[src/rtl/rv32i_pkg.sv]
// Shared rv32i definitions: widths, opcodes, NOP encoding and fetch FSM states.
package rv32i_pkg;

  localparam int unsigned XLEN   = 32;
  localparam int unsigned ILEN   = 32;
  localparam int unsigned OP_W   = 7;
  localparam int unsigned F3_W   = 3;

  localparam logic [OP_W-1:0] OPC_OP_IMM = 7'h13;
  localparam logic [OP_W-1:0] OPC_BRANCH = 7'h63;
  localparam logic [OP_W-1:0] OPC_JAL    = 7'h6F;
  localparam logic [OP_W-1:0] OPC_JALR   = 7'h67;

  // addi x0, x0, 0
  localparam logic [ILEN-1:0] NOP = {25'h0, OPC_OP_IMM};

  typedef enum logic [1:0] {
    IF_IDLE = 2'd0,
    IF_REQ  = 2'd1,
    IF_HOLD = 2'd2
  } if_state_e;

endpackage

[src/rtl/instr_fetch_if.sv]
// Fetch-stage bus: imem handshake, UC/datapath redirect and decode handshake.
interface instr_fetch_if;
  import rv32i_pkg::*;

  logic            imem_req;
  logic [XLEN-1:0] imem_addr;
  logic            imem_rvalid;
  logic [ILEN-1:0] imem_rdata;
  logic            pc_src;
  logic [XLEN-1:0] pc_target;
  logic            flush;
  logic            instr_ready;
  logic            instr_valid;
  logic [ILEN-1:0] instr;
  logic [OP_W-1:0] op;
  logic [F3_W-1:0] f3;
  logic            f7;
  logic [XLEN-1:0] pc;
  logic [XLEN-1:0] pc_plus4;
  logic            fetch_err;

  modport master (
    output imem_req, imem_addr, instr_valid, instr, op, f3, f7, pc, pc_plus4, fetch_err,
    input  imem_rvalid, imem_rdata, pc_src, pc_target, flush, instr_ready
  );

  modport slave (
    input  imem_req, imem_addr, instr_valid, instr, op, f3, f7, pc, pc_plus4, fetch_err,
    output imem_rvalid, imem_rdata, pc_src, pc_target, flush, instr_ready
  );

endinterface

[src/rtl/pc_next_mux.sv]
// Next-PC selection: sequential pc+4 or word-aligned redirect target.
module pc_next_mux
  import rv32i_pkg::*;
(
  input  logic [XLEN-1:0] pc_i,
  input  logic            pc_src_i,
  input  logic [XLEN-1:0] pc_target_i,
  input  logic            flush_i,
  output logic [XLEN-1:0] pc_plus4_o,
  output logic [XLEN-1:0] next_pc_o,
  output logic            misalign_o
);

  logic redirect;

  // Redirect takes the target with its low two bits dropped; pc+4 wraps naturally.
  always_comb begin
    redirect   = flush_i | pc_src_i;
    pc_plus4_o = pc_i + XLEN'(4);
    next_pc_o  = redirect ? {pc_target_i[XLEN-1:2], 2'b00} : pc_plus4_o;
    misalign_o = redirect & (|pc_target_i[1:0]);
  end

endmodule

[src/rtl/instr_fetch.sv]
// rv32i fetch stage: PC register, imem req/rvalid handshake, decode valid/ready.
module instr_fetch
  import rv32i_pkg::*;
#(
  parameter logic [XLEN-1:0] RESET_PC = 32'h0000_0000
) (
  input  logic          clk,
  input  logic          rst,
  instr_fetch_if.master bus
);

  if_state_e       state_q, state_d;
  logic [XLEN-1:0] pc_q, pc_d;
  logic [ILEN-1:0] instr_q, instr_d;
  logic            kill_q, kill_d;
  logic            fetch_err_q, fetch_err_d;

  logic [XLEN-1:0] next_pc;
  logic [XLEN-1:0] pc_plus4;
  logic            misalign;

  pc_next_mux u_pc_next_mux (
    .pc_i        (pc_q),
    .pc_src_i    (bus.pc_src),
    .pc_target_i (bus.pc_target),
    .flush_i     (bus.flush),
    .pc_plus4_o  (pc_plus4),
    .next_pc_o   (next_pc),
    .misalign_o  (misalign)
  );

  // State and datapath registers; reset overrides everything.
  always_ff @(posedge clk) begin
    if (rst) begin
      state_q     <= IF_IDLE;
      pc_q        <= RESET_PC;
      instr_q     <= NOP;
      kill_q      <= 1'b0;
      fetch_err_q <= 1'b0;
    end else begin
      state_q     <= state_d;
      pc_q        <= pc_d;
      instr_q     <= instr_d;
      kill_q      <= kill_d;
      fetch_err_q <= fetch_err_d;
    end
  end

  // Next-state: flush beats accept; a killed response only clears the kill flag.
  always_comb begin
    state_d     = state_q;
    pc_d        = pc_q;
    instr_d     = instr_q;
    kill_d      = kill_q;
    fetch_err_d = 1'b0;
    unique case (state_q)
      IF_IDLE: state_d = IF_REQ;
      IF_REQ: begin
        if (bus.flush) begin
          pc_d        = next_pc;
          fetch_err_d = misalign;
          // A same-cycle response settles the old request; otherwise drop the pending one.
          kill_d      = ~bus.imem_rvalid;
        end else if (bus.imem_rvalid) begin
          if (kill_q) begin
            kill_d = 1'b0;
          end else begin
            instr_d = bus.imem_rdata;
            state_d = IF_HOLD;
          end
        end
      end
      IF_HOLD: begin
        if (bus.flush || bus.instr_ready) begin
          pc_d        = next_pc;
          fetch_err_d = misalign;
          state_d     = IF_REQ;
        end
      end
      default: state_d = IF_IDLE;
    endcase
  end

  // Outputs are decodes/slices of registered state; pc_plus4 is combinational by design.
  always_comb begin
    bus.imem_req    = (state_q == IF_REQ);
    bus.imem_addr   = pc_q;
    bus.instr_valid = (state_q == IF_HOLD);
    bus.instr       = instr_q;
    bus.op          = instr_q[6:0];
    bus.f3          = instr_q[14:12];
    bus.f7          = instr_q[30];
    bus.pc          = pc_q;
    bus.pc_plus4    = pc_plus4;
    bus.fetch_err   = fetch_err_q;
  end

endmodule
[src/flat_wrapper.sv]
// flat-port wrapper written by rule: the top's interface ports become plain ports
module instr_fetch_flat import rv32i_pkg::*;
#(
  parameter logic [XLEN-1:0] RESET_PC = 32'h0000_0000
)
  (clk, rst, bus_imem_req, bus_imem_addr, bus_instr_valid, bus_instr, bus_op, bus_f3, bus_f7, bus_pc, bus_pc_plus4, bus_fetch_err, bus_imem_rvalid, bus_imem_rdata, bus_pc_src, bus_pc_target, bus_flush, bus_instr_ready);
  instr_fetch_if bus_i ();
  input  logic clk;
  input  logic rst;
  output wire logic [$bits(bus_i.imem_req)-1:0] bus_imem_req;
  output wire logic [$bits(bus_i.imem_addr)-1:0] bus_imem_addr;
  output wire logic [$bits(bus_i.instr_valid)-1:0] bus_instr_valid;
  output wire logic [$bits(bus_i.instr)-1:0] bus_instr;
  output wire logic [$bits(bus_i.op)-1:0] bus_op;
  output wire logic [$bits(bus_i.f3)-1:0] bus_f3;
  output wire logic [$bits(bus_i.f7)-1:0] bus_f7;
  output wire logic [$bits(bus_i.pc)-1:0] bus_pc;
  output wire logic [$bits(bus_i.pc_plus4)-1:0] bus_pc_plus4;
  output wire logic [$bits(bus_i.fetch_err)-1:0] bus_fetch_err;
  input wire logic [$bits(bus_i.imem_rvalid)-1:0] bus_imem_rvalid;
  input wire logic [$bits(bus_i.imem_rdata)-1:0] bus_imem_rdata;
  input wire logic [$bits(bus_i.pc_src)-1:0] bus_pc_src;
  input wire logic [$bits(bus_i.pc_target)-1:0] bus_pc_target;
  input wire logic [$bits(bus_i.flush)-1:0] bus_flush;
  input wire logic [$bits(bus_i.instr_ready)-1:0] bus_instr_ready;
  assign bus_imem_req = bus_i.imem_req;
  assign bus_imem_addr = bus_i.imem_addr;
  assign bus_instr_valid = bus_i.instr_valid;
  assign bus_instr = bus_i.instr;
  assign bus_op = bus_i.op;
  assign bus_f3 = bus_i.f3;
  assign bus_f7 = bus_i.f7;
  assign bus_pc = bus_i.pc;
  assign bus_pc_plus4 = bus_i.pc_plus4;
  assign bus_fetch_err = bus_i.fetch_err;
  assign bus_i.imem_rvalid = bus_imem_rvalid;
  assign bus_i.imem_rdata = bus_imem_rdata;
  assign bus_i.pc_src = bus_pc_src;
  assign bus_i.pc_target = bus_pc_target;
  assign bus_i.flush = bus_flush;
  assign bus_i.instr_ready = bus_instr_ready;
  instr_fetch #(.RESET_PC(RESET_PC)) u_core (.clk(clk), .rst(rst), .bus(bus_i));
endmodule
[config.mk]
export PLATFORM = sky130hd
export DESIGN_NAME = instr_fetch_flat
export DESIGN_NICKNAME = d
export VERILOG_FILES = /design/src/rtl/rv32i_pkg.sv /design/src/rtl/instr_fetch_if.sv /design/src/rtl/pc_next_mux.sv /design/src/rtl/instr_fetch.sv /design/src/flat_wrapper.sv
export SDC_FILE = /design/constraint.sdc
export NUM_CORES = 1
export LEC_CHECK = 0
export CAP_MARGIN = 30
export CELL_PAD_IN_SITES_DETAIL_PLACEMENT = 0
export CELL_PAD_IN_SITES_GLOBAL_PLACEMENT = 1
export CORE_AREA = 5 5 128 130
export CTS_BUF_LIST = sky130_fd_sc_hd__clkbuf_8
export CTS_CLUSTER_SIZE = 10
export DETAILED_ROUTE_END_ITERATION = 8
export DIE_AREA = 0 0 133 135
export PLACE_DENSITY = 0.94
export SKIP_LAST_GASP = 1
export SYNTH_ARGS = -nofsm -noshare
export SYNTH_HDL_FRONTEND = slang
export SYNTH_SLANG_ARGS = --single-unit
[constraint.sdc]
create_clock -name clk -period 2.6 [get_ports clk]
set_input_delay 0.52 -clock clk [delete_from_list [all_inputs] [get_ports clk]]
set_output_delay 0.52 -clock clk [all_outputs]
set_load 0.02 [all_outputs]
* Word-level counts from Yosys, hierarchy flattened *
Cells that the tools add are included.

storage, ports and cells
  input bits = 70
  output and inout bits = 142
  bits in registers = 68

cells by class
  equal/unequal tests = 7
  bitwise gates (word level) = 5
  multiplexer cells = 14
  reductions and logical operators = 9
  $add $sub $neg = 1

operator list
  operator                                                number
  two-way mux 32 bit                                      3
  one-hot mux 32 bit (2 select lines)                     1
  adder 32 x 3 -> 32 bit (second input constant)          1
  two-way mux 2 bit                                       4
  AND reduction 4 bit                                     2
  inequality test 2 x 1 -> 1 bit (second input constant)  3
  one-hot mux 2 bit (3 select lines)                      1
  two-way mux 1 bit                                       4
  inequality test 2 bit (second input constant)           2
  nonzero test 2 bit                                      2
  inverter 1 bit                                          3
  AND reduction 3 bit                                     1
  == test 2 x 1 -> 1 bit (second input constant)          1
  == test 2 bit (second input constant)                   1
  zero test 2 bit                                         1
  one-hot mux 1 bit (2 select lines)                      1
  AND reduction 2 bit                                     1
  OR reduction 2 bit                                      1
  AND 1 bit                                               1
  logical OR 1 bit                                        1
  bitwise OR 1 bit                                        1

* Depth between registers and ports, before layout *
  depth after elaboration = 4
  gate-level depth with buffers = 8

* Cells and area by module *
A second synthesis with hierarchy kept.

unflattened totals
  cell total of the unflattened synthesis = 527
  area, all modules = 4,216.5 um2

modules (own cells, without submodules)
  module       instances  cells an instance  area an instance (um2)
  instr_fetch  1          351                3,124.2
  pc_next_mux  1          176                1,092.3

* Worst setup path after synthesis *
Ideal clock, no wire load.

  kind = register -> output
  start point = register u_core.pc_q[3], in the netlist u_core.bus.imem_addr[3]
  end point = output bus_pc_plus4[22]
  required time = 2,080 ps
  stages on the path, launching flop included = 7
  arrival = 2,306 ps
  setup slack = -226 ps
  cell sequence = dfxtp_1 -> ha_1 -> nand4_2 -> nor4_1 -> buf_2 -> nand3_1 -> xnor2_1

on the way
  longest elaborated chain between the ends = 1

ends and longest elaborated chain
  item                      RTL line            text
  start: declaration        instr_fetch.sv:13   logic [XLEN-1:0] pc_q, pc_d;
  start signal: assignment  instr_fetch.sv:42   pc_q <= pc_d;
  adder 32 x 3 -> 32 bit    pc_next_mux.sv:19   pc_plus4_o = pc_i + XLEN'(4);
  end: declaration          flat_wrapper.sv:18  output wire logic [$bits(bus_i.pc_plus4)-1:0] bus_pc_plus4;

Every way passes these cells.

* Worst setup path in the final report *
  start point = register u_core.pc_q[7], in the netlist u_core.bus.imem_addr[7]
  end point = output bus_pc_plus4[23]

Same word-level chain as after synthesis.

==> results by group <==
Timing
  – Final Cycle Share: 1.02
  – RSZ-0062 raised after global routing: yes
  – Worst-Margin Slew: 0.575 ns
  – F_max: 377 MHz
  – Setup ws final: -0.0512 ns
  – Max_slew headroom: 0.617
  – Final setup viols: 1
  – Slew Limit Fails: 0
  – Clock Skew: 0.0155 ns
  – Final hold violation count: 0
  – Minimum clock period: 2.65 ns
  – Setup TNS: -0.0512 ns

Synthesis
  – Cell taking the most area after synthesis: dfxtp_1
  – FFs w/ async S/R, synth: 0
  – Top cell type's share of synthesized area: 0.309
  – Post-Syn Instances: 556
  – Post-synthesis cell type count: 65
  – Most common cell in the netlist: nand2_1
  – Synth Flop Type: dfxtp_1
  – Top cells by area, synth: dfxtp_1 31%, buf_4 8.6%, nand2_1 8.1%
  – Register area share after synthesis: 0.309
  – Commonest cells post-synth: 92 x nand2_1, 66 x dfxtp_1, 49 x buf_4
  – Syn Area/Cell: 7.68 um2
  – Post-synthesis cell area: 4270 um2
  – Synth warnings: 0
  – Number of synthesized register bits: 66
  – EDFF count, synth: 0

Clock tree
  – CTS tree: built
  – Clk root buf: clkbuf_8
  – CTS Buffer Depth: 2
  – Clock buffer count from CTS: 9
  – Clk_lat worst skew: 0.35 ns
  – TritonCTS Sinks: 66
  – H-Tree Level Count: 3
  – Worst-path clk slew: 0.07 ns

Outcome
  – Result of the run: finished with violations
  – Violations in the final reports: setup timing

Floorplanning
  – Initial Utilization: 0.284
  – Cell Rows: 45
  – Placeable core area: 15000 um2
  – IO Pins: 212
  – Die X: 133 um
  – Die area: 18000 um2
  – Height of the chip: 135 um

Worst setup path
  – CP required: 2.08 ns
  – Kind of critical path: reg2out
  – Max incr delay on CP: 0.58 ns
  – Number of buffers and inverters on the critical path: 2
  – Worst Setup Start Kind: flop
  – CP max FO: 2
  – Crit end category: output pin
  – Worst path top cell family by delay: simple AND/OR/NAND/NOR gates
  – Critical Path AT: 2.13 ns
  – Crit path top cell by count: buf_6
  – CP max stage cell: or4_4
  – Worst-path cell chain: nand3_2 -> or4_4 -> buf_6 -> or3_4 -> xnor2_4 -> buf_6

Drt
  – Met2 routed WL: 7690 um
  – Drt via density: 4.98
  – Highest Signal Layer: met4
  – WL/cell: 16.7 um
  – Met3 Wirelength: 1390 um
  – DRC violations left: 0
  – Post-Route M1 WL: 6740 um
  – Drt pass-1 iters: 5
  – Via count: 4791
  – 1st-iter DRT viols: 412
  – Routed wire length: 16100 um
  – Antenna Nets Post-Route: 0

Global routing
  – Total track usage: 0.168
  – Largest net degree at the start of global routing: 56
  – Grt ovf: 0
  – First-pass GRT wire length: 24400 um
  – Initial antenna violation count: 0
  – Vias in the first global route: 4424

Final layout
  – Layout cells sized above 1: 0.217
  – Fillers: 1420
  – N_diodes: 0
  – Area grow syn2layout: 64.2%
  – Multi-input logic area: 2550 um2
  – FF/Latch Area: 1330 um2
  – Nets: 844

Worst hold path
  – HP Class: reg2reg

Place
  – Gpl congestion: 0.906
  – I/O Buffers: 205
  – DP HPWL: 12000 um

Power and ir drop
  – VDD IR max: 244 uV
  – Power per cell area: 480 nW/um2
  – Overall Power: 3.36 mW
  – Pleak: 2.70 nW

Run
  – Max-Cap Viols: 0
-- state kept, by name (all words and copies together), names as in the netlist --
signal / cells
u_core.kill_q: 1
u_core.bus.instr: 32
u_core.bus.imem_addr: 30
u_core.bus.fetch_err: 1
u_core.state_q: 2
-- kinds of logic after synthesis --
| logic type | count (synthesis) | share of synthesized area |
|---|---|---|
| AND/OR/NAND/NOR | 230 | 0.283 |
| AO/OA/AOI/OAI | 116 | 0.176 |
| buffers and inverters | 100 | 0.134 |
| flip-flops | 66 | 0.309 |
| XOR/XNOR | 27 | 0.0554 |
| multiplexers | 12 | 0.0290 |
| adder cells (fa/ha/maj) | 4 | 0.0117 |
| other | 1 | 0.000878 |
-- metal layers --
layer / vias up / global-route usage
met5: - / 0
li1: 2331 / -
met4: 0 / 0.0433
met1: 2224 / 0.222
met2: 218 / 0.272
met3: 18 / 0.0428
-- final timing paths --
check                                                          start                               endpoint  slack, ns  depth (start not counted)
worst min-delay path                u_core.bus.instr[8]$_SDFFE_PP0P_       u_core.bus.instr[8]$_SDFFE_PP0P_       0.45                          2
worst max register to register  u_core.bus.imem_addr[7]$_SDFFE_PP0P_  u_core.bus.imem_addr[29]$_SDFFE_PP0P_       0.33                          9
worst max-delay path            u_core.bus.imem_addr[7]$_SDFFE_PP0P_                       bus_pc_plus4[23]      -0.05                          6
worst min register to register      u_core.bus.instr[8]$_SDFFE_PP0P_       u_core.bus.instr[8]$_SDFFE_PP0P_       0.45                          2
-- stage by stage --
step / hold WS (ns) / std cells / instance area, um2 / util / setup slack (ns)
6_report: 0.455 / 963 / 7010 / 0.466 / -0.0512
5_1_grt: 0.473 / 963 / 7010 / 0.466 / -0.130
4_1_cts: 0.457 / 951 / 6910 / 0.460 / -0.185
3_5_place_dp: 0.446 / 930 / 6650 / 0.443 / -0.139
3_3_place_gp: 0.441 / 930 / 6650 / 0.443 / -0.137
2_1_floorplan: 0.495 / 561 / 4370 / - / 0.000182
-- layout make-up --
cell class | count | share of cell area
repair buffers | 291 | 0.378
multi-input cells | 395 | 0.364
flip-flops and latches | 66 | 0.190
well taps | 188 | 0.0336
clock buffers | 9 | 0.0177
clock inverters | 7 | 0.0123
inverters | 7 | 0.00375
-- worst reg2reg max path, stage by stage (launching register included) --
cell and delay (ns):
dfxtp_1 0.34, nand3_2 0.10, or4_4 0.58, buf_6 0.14, buf_4 0.12, buf_4 0.13, buf_4 0.13, buf_4 0.15
o311ai_0 0.37, nand3_1 0.11
-- power breakdown --
| part | internal, mW | switching, mW |
|---|---|---|
| Clock | 0.532 | 0.415 |
| Combinational | 0.601 | 0.672 |
| Sequential | 1.09 | 0.0556 |
-- repair_timing --
action                                  in CTS  in global routing
cloned                                       0                  2
buffers inserted                             5                 10
pin swaps                                    3                  5
hold buffers                                 0                  0
endpoints found under the setup margin      25                 19
resized for setup                           61                 38
-- cell usage in the layout, fill, tap and decap left out, drive strengths merged, types with 8 or more instances in the layout --
cell           instances
a21oi                 45
dfxtp                 66
nand3                 19
nor2b                  9
nand2                 92
nand4                 15
clkbuf                13
mux2i                  9
nor2                  26
inv                    9
nand3b                 8
dlygate4sd2            8
o21ai                 15
xnor2                 22
o211ai                11
clkdlybuf4s50        179
buf                   99
nor3b                  8
No activity file was read; power rests on OpenSTA's default activity.
